File: config.mk
export PLATFORM = sky130hd
export DESIGN_NAME = serial_subtractor
export DESIGN_NICKNAME = d
export VERILOG_FILES = /design/src/rtl/serial_subtractor.sv
export SDC_FILE = /design/constraint.sdc
export NUM_CORES = 1
export LEC_CHECK = 0
export BUFFER_PORTS_ARGS = -buffer_cell sky130_fd_sc_hd__buf_2
export CAP_MARGIN = 20
export CELL_PAD_IN_SITES_DETAIL_PLACEMENT = 1
export CELL_PAD_IN_SITES_GLOBAL_PLACEMENT = 2
export CORE_ASPECT_RATIO = 0.6
export CORE_MARGIN = 2
export CORE_UTILIZATION = 35
export DETAILED_ROUTE_END_ITERATION = 7
export PLACE_DENSITY_LB_ADDON = 0.1
export SETUP_SLACK_MARGIN = 0.2
export SLEW_MARGIN = 15
export SYNTH_ARGS = -nofsm -noshare
export SYNTH_HDL_FRONTEND = slang
export SYNTH_SLANG_ARGS = --single-unit
File: constraint.sdc
create_clock -name clk -period 1.87 [get_ports clk]
set_clock_uncertainty 0.15 [all_clocks]
set_input_delay 0.0935 -clock clk [delete_from_list [all_inputs] [get_ports clk]]
set_output_delay 0.0935 -clock clk [all_outputs]
set_load 0.1 [all_outputs]
File: src/rtl/serial_subtractor.sv
// Bit-serial unsigned subtractor: diff = a - b (mod 2^WIDTH) plus borrow-out,
// one bit per clock, LSB first, with a start/busy/done handshake.
module serial_subtractor #(
    parameter int unsigned WIDTH = 4
) (
    input  logic             clk,
    input  logic             rst_n,
    input  logic             start,
    input  logic [WIDTH-1:0] a,
    input  logic [WIDTH-1:0] b,
    output logic             busy,
    output logic             done,
    output logic [WIDTH-1:0] diff,
    output logic             borrow
);

    localparam int unsigned   CW   = $clog2(WIDTH);
    localparam logic [CW-1:0] LAST = CW'(WIDTH - 1);

    typedef enum logic [1:0] {
        IDLE,
        SHIFT,
        DONE
    } state_t;

    state_t           state_q, state_d;
    logic [WIDTH-1:0] a_q, a_d;
    logic [WIDTH-1:0] b_q, b_d;
    logic [WIDTH-1:0] work_q, work_d;
    logic [CW-1:0]    cnt_q, cnt_d;
    logic             br_q, br_d;
    logic [WIDTH-1:0] diff_q, diff_d;
    logic             borrow_q, borrow_d;

    logic             bit_a, bit_b, d_bit, br_next;

    always_comb begin
        state_d  = state_q;
        a_d      = a_q;
        b_d      = b_q;
        work_d   = work_q;
        cnt_d    = cnt_q;
        br_d     = br_q;
        diff_d   = diff_q;
        borrow_d = borrow_q;

        // Operands are shifted right each bit so the current bit is always at position 0.
        bit_a    = a_q[0];
        bit_b    = b_q[0];
        d_bit    = bit_a ^ bit_b ^ br_q;
        br_next  = (~bit_a & bit_b) | (~(bit_a ^ bit_b) & br_q);

        unique case (state_q)
            IDLE: begin
                if (start) begin
                    a_d     = a;
                    b_d     = b;
                    cnt_d   = '0;
                    br_d    = 1'b0;
                    state_d = SHIFT;
                end
            end
            SHIFT: begin
                a_d    = a_q >> 1;
                b_d    = b_q >> 1;
                work_d = {d_bit, work_q[WIDTH-1:1]};
                br_d   = br_next;
                cnt_d  = cnt_q + CW'(1);
                if (cnt_q == LAST) begin
                    diff_d   = {d_bit, work_q[WIDTH-1:1]};
                    borrow_d = br_next;
                    cnt_d    = '0;
                    state_d  = DONE;
                end
            end
            DONE: begin
                state_d = IDLE;
            end
            default: begin
                state_d = IDLE;
            end
        endcase
    end

    always_ff @(posedge clk or negedge rst_n) begin
        if (!rst_n) begin
            state_q  <= IDLE;
            a_q      <= '0;
            b_q      <= '0;
            work_q   <= '0;
            cnt_q    <= '0;
            br_q     <= 1'b0;
            diff_q   <= '0;
            borrow_q <= 1'b0;
        end else begin
            state_q  <= state_d;
            a_q      <= a_d;
            b_q      <= b_d;
            work_q   <= work_d;
            cnt_q    <= cnt_d;
            br_q     <= br_d;
            diff_q   <= diff_d;
            borrow_q <= borrow_d;
        end
    end

    assign busy   = (state_q == SHIFT);
    assign done   = (state_q == DONE);
    assign diff   = diff_q;
    assign borrow = borrow_q;

endmodule

After elaboration in Yosys (flattened, before gate mapping) --
Cells that the tools add are included.
Storage, ports and cells: bits in registers 22, word-level logic and storage cells 38
Operators by class: add/sub/neg operators 1, equal/unequal tests 5, mux-type cells 12, bitwise operators 7, reductions and logical operators 5
Operators with widths (count):
- $pmux W4 S2 | 2
- $mux W2 | 4
- $mux W4 | 2
- $pmux W2 S2 | 2
- $reduce_and A2 Y1 | 3
- $eq A2 B2 Y1 const B | 2
- $add A2 B1 Y2 const B | 1
- $and A1 B1 Y1 | 2
- $eq A2 B1 Y1 const B | 1
- $logic_not A2 Y1 | 1
- $ne A2 B1 Y1 const B | 1
- $ne A2 B2 Y1 const B | 1
- $not A1 Y1 | 2
- $pmux W1 S2 | 1
- $reduce_bool A2 Y1 | 1
- $xor A1 B1 Y1 | 2
- $mux W1 | 1
- $or A1 B1 Y1 | 1

Longest topological paths before layout --
word-level depth 5, gate-level depth with buffers 5, depth with buffers taken out 4

Worst setup path after synthesis --
No wires, ideal clock.
path type register to output, start register state_q[1], end output done, arrival 1.783 ns, data required time 1.627 ns, path slack -0.157 ns, cell stages (with the launch flop) 4, path buffers 1, cells stage by stage dfrtp_1 -> buf_6 -> inv_1 -> nor2_1
Between the ends: word-level cells in the longest chain between the ends 1
Ends and longest elaborated chain:
- start: declaration | line 26 | state_t state_q, state_d;
- start signal: assignment | line 96 | state_q <= state_d;
- $eq A2 B2 Y1 | line 108 | assign done = (state_q == DONE);
- end: declaration | line 12 | output logic done,
Every way passes these cells.

Final worst setup path --
start register state_q[0], end output busy
Between the ends: word-level cells in the longest chain between the ends 1
Ends and longest elaborated chain:
- $eq A2 B1 Y1 | line 107 | assign busy = (state_q == SHIFT);
- end: declaration | line 11 | output logic busy,
Every way passes these cells.

==> impl_metrics.json <==
{
  "status": "finished, final reports clean",
  "core-area_sq_um": 2570,
  "wl_per_cell_microns": 15.0,
  "avgSynthCellArea_sq_um": 11.9,
  "ys_ff_latch": 21,
  "hold_ws_ns": 0.0185,
  "clock_latency_ns": 0.26,
  "dieWidth_microns": 72.2,
  "postSynth.asyncResetShare_pct": 100,
  "hold_viol": 0,
  "period_minus_slack_ns": 1.55,
  "worst_pin_slew_ns": 0.474,
  "first_pass_iters": 4,
  "synth_area_sq_um": 976,
  "criticalPathCategory": "flip-flop to output port",
  "synthCells": 82,
  "grt_max_degree": 22,
  "grt_pass1_wl_microns": 3750,
  "place_congestion": 0.744,
  "cts_buffers": 3,
  "min_period_over_period_pct": 82.7,
  "critPathRequiredTime_ns": 1.63,
  "max_freq_ghz": 0.647,
  "critPathArrivalTime_ns": 1.30,
  "synth_top_area_share_pct": 53.8,
  "die_height_microns": 44.9,
  "synth_area_leader_cell": "dfrtp_1",
  "synth_common_cells": "21 x dfrtp_1, 12 x o22ai_1, 8 x inv_1",
  "cts_tree": "done",
  "synth-seq-area-share_pct": 53.8,
  "drive_above_1_share_pct": 31.1,
  "drv_slew": 0,
  "grt_overflow": 0,
  "r2r_cells": 2,
  "num_rows": 14,
  "slew_headroom_pct": 68.4,
  "routed_wirelength_microns": 2070,
  "synth_cell_types": 21,
  "cp-end-kind": "output port",
  "io_pins": 18,
  "grt_pass1_vias": 769,
  "holdPathStages": 3,
  "cts_setup_buffers": 0,
  "path_clk_slew_ns": 0.08,
  "drc": 0,
  "area_growth_pct": 22.3,
  "io_buffer_count": 17,
  "nNetsFinal": 120,
  "htree_levels": 1,
  "worst_slack_ns": 0.323,
  "synth_most_common_cell": "dfrtp_1",
  "syn-num-nets": 95,
  "ys_top_cells_by_area": "dfrtp_1 54%, o22ai_1 7.7%, mux2_4 6.2%",
  "yosys_most_used_dff": "dfrtp_1",
  "postRouteAntennaNets": 0,
  "setup_viol": 0,
  "antenna_found_initial": 0,
  "tns_ns": 0,
  "path_max_fanout": 13,
  "worstSetupStartpointType": "flip-flop",
  "cap_viol_max_count": 0,
  "cts_root_buf": "clkbuf_8",
  "viasPerCell": 5.02,
  "vias": 693,
  "hpwl_microns": 1470,
  "yosys_warnings": 0,
  "dr.first_iter.drc_count": 22,
  "start_util_pct": 37.9,
  "cts.sinks": 21,
  "grtUsageTotal_pct": 15.5,
  "n_antenna_cell": 0,
  "synth_edf_count": 0,
  "rsz0062_at_grt": "false",
  "dieArea_sq_um": 3240,
  "place_ws_ns": 0.352,
  "worstHoldPathType": "input port to flip-flop",
  "clk_path_buf_depth": 2
}
==> what timing repair did <==
action,in CTS,in global routing
gates resized for setup,2,2
hold endpoints to repair,28,0
hold buffers,8,0
setup endpoints to repair,2,2
pin swaps,0,0
==> worst max-delay path, stage by stage, from the launching register on <==
cell      delay (ns)
dfrtp_1         0.54
nand2b_4        0.18
inv_1           0.11
buf_6           0.22
==> worst paths after layout <==
path / from / endpoint / slack, ns
max: state_q[0]$_DFFE_PN0P_ / busy / 0.32
min in group asynchronous: rst_n / a_q[1]$_DFFE_PN0P_ / 0.17
max reg2reg: a_q[0]$_DFFE_PN0P_ / work_q[3]$_DFFE_PN0N_ / 0.35
min: a[1] / a_q[1]$_DFFE_PN0P_ / 0.02
max in group asynchronous: rst_n / state_q[1]$_DFFE_PN0P_ / 1.05
min reg2reg: borrow$_DFFE_PN0P_ / borrow$_DFFE_PN0P_ / 0.33
==> registers in the layout (all words and copies together), names as in the netlist <==
signal,cells
state_q,2
b_q,4
cnt_q,2
br_q,1
diff,4
work_q,3
a_q,4
borrow,1
==> cell usage in the layout, fill, tap and decap left out, types with 2 or more instances in the layout <==
| master | instances |
|---|---|
| dfrtp_1 | 20 |
| buf_2 | 15 |
| o22ai_1 | 12 |
| inv_1 | 8 |
| dlygate4sd3_1 | 8 |
| o21ai_0 | 7 |
| a21oi_1 | 7 |
| mux2_4 | 4 |
| clkbuf_8 | 3 |
| nand2b_4 | 2 |
| nand2_1 | 2 |
| mux2_2 | 2 |
| nor2_1 | 2 |
| o21ai_1 | 2 |
==> final cells by class <==
| type | count | area (sq um) |
|---|---|---|
| inverter | 8 | 30.0 |
| clock inverter | 1 | 5.00 |
| tap | 32 | 40.0 |
| clock buffer | 3 | 41.3 |
| sequential | 21 | 527 |
| fill | 283 | 1380 |
| multi-input combinational | 48 | 377 |
| timing repair buffer | 25 | 174 |
==> metal layers <==
| metal | track usage, % | vias up | share of wire [%] |
|---|---|---|---|
| met5 | 0 | - | 0 |
| met4 | 3.40 | 0 | 0.39 |
| met3 | 4.69 | 3 | 4.0 |
| met2 | 25.0 | 11 | 43 |
| met1 | 21.1 | 343 | 53 |
| li1 | - | 336 | - |
==> stage by stage <==
| step | std cells | util, % | cell area, sq um |
|---|---|---|---|
| 6_report | 138 | 46.4 | 1190 |
| 3_3_place_gp | 126 | 41.1 | 1060 |
| 5_1_grt | 138 | 46.4 | 1190 |
| 3_5_place_dp | 126 | 41.1 | 1060 |
| 2_1_floorplan | 82 | - | 978 |
| 4_1_cts | 138 | 46.2 | 1190 |
==> kinds of logic (layout without fill, tap and decap cells) <==
kind of cell / Yosys count / in the layout / synth area share [%]
AO/OA/AOI/OAI: 30 / 30 / 17.9
flip-flops: 21 / 21 / 53.8
buffers and inverters: 13 / 37 / 7.82
AND/OR/NAND/NOR: 9 / 9 / 7.44
multiplexers: 7 / 7 / 9.62
adder cells (fa/ha/maj): 2 / 2 / 3.33
Power is not shown: default switching activity piles up to over one toggle a cycle in this logic, so the estimate is an artifact.
